### config.mk
export PLATFORM = sky130hd
export DESIGN_NAME = inst_fetch
export DESIGN_NICKNAME = d
export VERILOG_FILES = /design/src/rtl/inst_fetch.sv
export SDC_FILE = /design/constraint.sdc
export NUM_CORES = 1
export LEC_CHECK = 0
export CAP_MARGIN = 20
export CORE_UTILIZATION = 40
export CTS_CLUSTER_SIZE = 10
export DETAILED_ROUTE_END_ITERATION = 8
export GPL_TIMING_DRIVEN = 0
export PLACE_DENSITY = 0.75
export SYNTH_ARGS = -nofsm -noshare
export SYNTH_HDL_FRONTEND = slang
export SYNTH_SLANG_ARGS = --single-unit
### constraint.sdc
create_clock -name clk -period 7.5 [get_ports clk]
set_input_delay 1.875 -clock clk [delete_from_list [all_inputs] [get_ports clk]]
set_output_delay 1.875 -clock clk [all_outputs]
set_load 0.03 [all_outputs]
### src/rtl/inst_fetch.sv
// Instruction fetch unit: issues sequential reads to a 1-cycle-latency instruction memory
// and buffers responses in a 2-entry FIFO toward the decoder, with redirect and start/stop.
module inst_fetch #(
  parameter int unsigned ISA_WIDTH  = 16,
  parameter int unsigned PC_WIDTH   = 8,
  parameter int unsigned FIFO_DEPTH = 2
) (
  input  logic                 clk,
  input  logic                 rst_n,
  input  logic                 start,
  input  logic                 stop,
  input  logic                 jump_valid,
  input  logic [PC_WIDTH-1:0]  jump_target,
  output logic                 imem_rd_en,
  output logic [PC_WIDTH-1:0]  imem_addr,
  input  logic [ISA_WIDTH-1:0] imem_rdata,
  output logic                 inst_valid,
  input  logic                 inst_ready,
  output logic [ISA_WIDTH-1:0] inst,
  output logic [PC_WIDTH-1:0]  inst_pc
);

  typedef enum logic {StIdle, StRun} state_e;

  state_e               state_q, state_d;
  logic [PC_WIDTH-1:0]  pc_q, pc_d;
  logic [PC_WIDTH-1:0]  req_pc_q;
  logic                 inflight_q;
  logic [1:0]           count_q, count_d;
  logic [ISA_WIDTH-1:0] inst0_q, inst1_q, inst0_d, inst1_d;
  logic [PC_WIDTH-1:0]  ipc0_q, ipc1_q, ipc0_d, ipc1_d;
  logic                 push, pop;
  logic [2:0]           occ;

  assign inst_valid = (count_q != 2'd0);
  assign inst       = inst0_q;
  assign inst_pc    = ipc0_q;
  assign imem_addr  = pc_q;

  assign pop  = inst_valid & inst_ready;
  assign push = inflight_q & ~jump_valid;

  // Credit counts the slot freed by this cycle's pop so the stream sustains 1 inst/cycle.
  assign occ        = {1'b0, count_q} + {2'b00, inflight_q} - {2'b00, pop};
  assign imem_rd_en = (state_q == StRun) & ~jump_valid & (occ < 3'(FIFO_DEPTH));

  always_comb begin
    state_d = state_q;
    unique case (state_q)
      StIdle: if (start && !stop) state_d = StRun;
      StRun:  if (stop) state_d = StIdle;
    endcase
  end

  always_comb begin
    pc_d = pc_q;
    if (jump_valid) begin
      pc_d = jump_target;
    end else if (imem_rd_en) begin
      pc_d = pc_q + PC_WIDTH'(1);
    end
  end

  // Two-entry shift buffer: entry 0 is always the head.
  always_comb begin
    count_d = count_q;
    inst0_d = inst0_q;
    inst1_d = inst1_q;
    ipc0_d  = ipc0_q;
    ipc1_d  = ipc1_q;
    if (jump_valid) begin
      count_d = 2'd0;
    end else begin
      unique case ({push, pop})
        2'b10: begin
          if (count_q == 2'd0) begin
            inst0_d = imem_rdata;
            ipc0_d  = req_pc_q;
          end else begin
            inst1_d = imem_rdata;
            ipc1_d  = req_pc_q;
          end
          count_d = count_q + 2'd1;
        end
        2'b01: begin
          inst0_d = inst1_q;
          ipc0_d  = ipc1_q;
          count_d = count_q - 2'd1;
        end
        2'b11: begin
          if (count_q == 2'd1) begin
            inst0_d = imem_rdata;
            ipc0_d  = req_pc_q;
          end else begin
            inst0_d = inst1_q;
            ipc0_d  = ipc1_q;
            inst1_d = imem_rdata;
            ipc1_d  = req_pc_q;
          end
        end
        default: ;
      endcase
    end
  end

  always_ff @(posedge clk or negedge rst_n) begin
    if (!rst_n) begin
      state_q    <= StIdle;
      pc_q       <= '0;
      req_pc_q   <= '0;
      inflight_q <= 1'b0;
      count_q    <= 2'd0;
      inst0_q    <= '0;
      inst1_q    <= '0;
      ipc0_q     <= '0;
      ipc1_q     <= '0;
    end else begin
      state_q    <= state_d;
      pc_q       <= pc_d;
      req_pc_q   <= pc_q;
      inflight_q <= imem_rd_en;
      count_q    <= count_d;
      inst0_q    <= inst0_d;
      inst1_q    <= inst1_d;
      ipc0_q     <= ipc0_d;
      ipc1_q     <= ipc1_d;
    end
  end

endmodule
# ---- Word level (Yosys, flattened, before mapping)
# Cells that the tools add are included.
dict set report totals {
  out_inout_bits 34
  word_cells 57
  register_bits 68
  inputBits 30
}
dict set report op_classes {
  n_lt_le_gt_ge 1
  n_addsub 5
  n_eq_ne 7
  muxes 19
  bitwise 6
  n_reduce_logical 10
}
# cell n
set op_table {}
lappend op_table {{two-way mux 16 bit} 4}
lappend op_table {{two-way mux 8 bit} 6}
lappend op_table {{case mux 16 bit (3 select lines)} 1}
lappend op_table {{case mux 16 bit (2 select lines)} 1}
lappend op_table {{case mux 8 bit (3 select lines)} 1}
lappend op_table {{case mux 8 bit (2 select lines)} 1}
lappend op_table {{adder 8 x 1 -> 8 bit, second input constant} 1}
lappend op_table {{!= test 2 bit, second input constant} 3}
lappend op_table {{nonzero test 2 bit} 3}
lappend op_table {{nonzero test 3 bit} 2}
lappend op_table {{AND 1 bit} 4}
lappend op_table {{== test 2 x 1 -> 1 bit, second input constant} 2}
lappend op_table {{== test 2 bit, second input constant} 2}
lappend op_table {{case mux 2 bit (2 select lines)} 1}
lappend op_table {{AND reduction 4 bit} 1}
lappend op_table {{adder 2 x 1 -> 3 bit} 1}
lappend op_table {{< comparator 3 x 2 -> 1 bit, second input constant} 1}
lappend op_table {{AND reduction 3 bit} 1}
lappend op_table {{subtractor 3 x 1 -> 3 bit} 1}
lappend op_table {{adder 2 x 1 -> 2 bit, second input constant} 1}
lappend op_table {{logical NOT 2 bit} 1}
lappend op_table {{two-way mux 1 bit} 2}
lappend op_table {{two-way mux 2 bit} 1}
lappend op_table {{inverter 1 bit} 2}
lappend op_table {{other kinds (4)} 4}

# ---- Depth between registers and ports, before layout
dict set report logic_depth {
  ltp_word 7
  depth_mapped 13
  ltp_nobuf 12
}

# ---- Least setup slack after synthesis
# Ideal clock, no wire load.
dict set report synth_timing {
  path_kind {in2out}
  from {input port inst_ready}
  to {output port imem_rd_en}
  required_time_ns 5.625
  n_path_buf 1
  cell_stages 9
  arrival_ns 3.682
  path_slack_ns 1.943
  path_cell_list {nand2b_1 -> inv_1 -> ha_1 -> nand2b_1 -> fa_1 -> xor2_1 -> or3_1 -> buf_6 -> inv_2}
}
dict set report synth_via {
  elab_chain_cells 4
}
# element line
set synth_lines {}
lappend synth_lines {{start: declaration} 18} ;# input logic inst_ready,
lappend synth_lines {{AND 1 bit} 40} ;# assign pop = inst_valid & inst_ready;
lappend synth_lines {{subtractor 3 x 1 -> 3 bit} 44} ;# assign occ = {1'b0, count_q} + {2'b00, inflight_q} - {2'b00, pop};
lappend synth_lines {{< comparator 3 x 2 -> 1 bit} 45} ;# assign imem_rd_en = (state_q == StRun) & ~jump_valid & (occ < 3'(FIFO_DEPTH));
lappend synth_lines {{AND 1 bit} 45}
lappend synth_lines {{end: declaration} 14} ;# output logic imem_rd_en,
# Every way passes these cells.

# ---- Final worst setup path
# Same ends and word-level chain as after synthesis.

==> run metrics <==
CTS tree=yes; main combinational cell family by area after synthesis=multiplexers; Worst Hold Endpoint=req_pc_q[7]; Syn Nets=274; Post-DRT Antenna Nets=0; nets=~350; Num CTS Buffers=9; sequential area share after synthesis=0.583; Post-synth EDFFs=0; largest net degree at the start of global routing=69; R2R depth=13; Ys Warns=0; Mapped Area=2920 um^2; worst path cell trace=clkdlybuf4s50_1, nand2b_1, inv_1, ha_1, nand2b_1, fa_1, xor2_1, or3_1, buf_6, inv_2, clkdlybuf4s50_1; post-cts sizing count=0; Worst Hold Path Cells=0; cell row count=30; reg2reg start=count_q[1]; Final Hold Viols=0; #FFs+latches synth=a little under 70; Compound-Gate Fraction of Synth Area=0.0892; Synth-to-Final Area Change=33.4%; Leak Pwr=1.81 nW; ys async rst share=1.00; setup_tns=0 ps; initial drt markers=106; via count=2083; H-tree Lvls=3; DP HPWL=4060 um; hold crit path type=reg2reg; Setup Fix Bufs, Post-CTS=0; share of layout cells above drive strength 1=0.167; Synth cell types=29; routing usage on met2=0.277; fillcell total=604; critical path endpoint category=output pin; met3 Track Usage GR=0.0351; Clock Skews=6.76 ps; pwr/cell area=398 nW/um^2; Worst Min Path Start=imem_addr[7]; drt first pass iters=4; Max Cap Violations=0; first-pass GRT wire length=9740 um; hold buffers post-CTS=0; Core Region=6910 um^2; Post-Synth XOR/XNOR Area=0.00901; Slew HR=0.437; vias per inst=5.03; GRT Util Overall=0.168; synthesized-area fraction occupied by adder cells=0.0240; multiplexer share of the synthesized area=0.185; CTS root buffer=clkbuf_8; initial antenna violation count=0; WS Path Type=in2out; RSZ-0062 raised after global routing=false; Final setup viols=0; max incr delay on CP=660 ps; GP Congestion=0.810; die height=87.4 um; worst hold slack=463 ps; busiest grt layer=met2; Simple-Gate Fraction of Synth Area=0.0768; Tot Pwr=around 1.5 mW; wire per inst=14.0 um; Slew Limit Fails=0; Initial Utilization=0.422; clock tree sinks=68; fin crit share=0.903; die width=between 80 and 90 um; CTS Buffer Depth=2; Arr. time, crit path=4900 ps; Finished Core Util=0.563; peak supply drop=0.204 mV; vias in the first global route=between 2k and 2.5k; Fmax=about 150 MHz; Worst path slowest cell=clkdlybuf4s50_1; Reg2Reg Setup Slack=4400 ps; die footprint=about 7600 um^2; met1 GRT Util=0.212; cells after synthesis=239; Avg Cell Area, Syn=~12 um^2; diode count=0; Worst-Skew Late Latency=330 ps; port bufs=63; Primary FF master, synth=dfrtp_1; DR DRC count=0; reg-to-reg endpoint=imem_addr[1]; Tightest Pin Transition=844 ps; Worst-path clk slew=approximately 70 ps; Final Critical Period=6780 ps; CP Launch Type=input port; outcome=completed; num ports=64; CP required=between 5000 and 6000 ps; final wirelength=5810 um; Worst Path Max Fanout=9; grt total ovfl=0
## metal layers
layer | wire, um | vias up
met1 | 2680 | 1012
li1 | - | 994
met5 | 0 | -
met3 | 291 | 10
met2 | 2750 | 67
met4 | 95 | 0
## worst max-delay path, delay by kind of cell
| kind | cells | cell delay [ps] |
|---|---|---|
| XOR/XNOR | 1 | 210 |
| buffers and inverters | 5 | 1380 |
| AND/OR/NAND/NOR | 3 | 770 |
| adder cells (fa/ha/maj) | 2 | 650 |
## worst max-delay path by stage
stage,startpoint,to,slack (ps),cells past startpoint
after detailed placement,inst_ready,imem_rd_en,730,11
final,inst_ready,imem_rd_en,720,11
after global routing,inst_ready,imem_rd_en,620,11
after floorplan,inst_ready,imem_rd_en,1940,9
after CTS,inst_ready,imem_rd_en,710,11
after global placement,inst_ready,imem_rd_en,790,11
## final cells by class
cell class	instances	area (um^2)	share of cell area
plain buffers	13	72.6	0.0186
well taps	96	120	0.0309
multi-input cells	152	1120	0.288
clock inverters	6	87.6	0.0225
flip-flops and latches	68	1700	0.437
repair buffers	63	628	0.161
clock buffers	10	138	0.0354
inverters	6	22.5	0.00579
## stage by stage
stage          setup WS, ps  std cells  area [um^2]
4_1_cts                 715        414         3890
3_3_place_gp            790        398         3670
6_report                725        414         3890
2_1_floorplan          1940        239         2920
5_1_grt                 618        414         3890
3_5_place_dp            725        398         3670
## cell usage after synthesis, types with 2 or more instances
library cell	instances	area (um^2)
a21oi_1	27	135
a221o_1	2	20.0
a31o_2	2	17.5
buf_2	4	20.0
buf_4	3	22.5
clkbuf_1	5	18.8
dfrtp_1	68	1700
ha_1	4	50.1
inv_1	5	18.8
mux2_2	24	270
mux2i_1	27	270
nand2_1	11	41.3
nand2b_1	2	12.5
nand3_1	2	10.0
nand4_1	2	12.5
nor2_1	30	113
o21ai_0	2	10.0
o311ai_0	4	35.0
o311ai_1	4	35.0
xnor2_1	2	17.5
## sequential cells by signal (all words and copies together) (netlist names)
signal / count
inst1_q: 16
inst: 16
imem_addr: 8
inst_pc: 8
ipc1_q: 8
req_pc_q: 8
count_q: 2
inflight_q: 1
state_q: 1
## where the power goes
group	switching, mW	internal [mW]
clock	0.134	0.195
combinational	0.352	0.288
sequential	0.0758	0.501
total	0.562	0.985
## placed cells by master (no fill, tap or decap), types with 5 or more instances in the layout
| master | count |
|---|---|
| mux2i_1 | 27 |
| mux2_2 | 24 |
| nand2_1 | 11 |
| inv_1 | 5 |
| nor2_1 | 30 |
| clkbuf_8 | 10 |
| a21oi_1 | 27 |
| dfrtp_1 | 68 |
| clkdlybuf4s50_1 | 62 |
| clkbuf_1 | 5 |
## kinds of logic after synthesis
logic type                 after synthesis
xor gates and xnor gates                 3
buffers and inverters                   19
muxes                                   51
AOI/OAI and AO/OA                       42
DFF                                     68
and+or+nand+nor                         51
adders and majority gates                5
(Power assumes the default switching activity.)
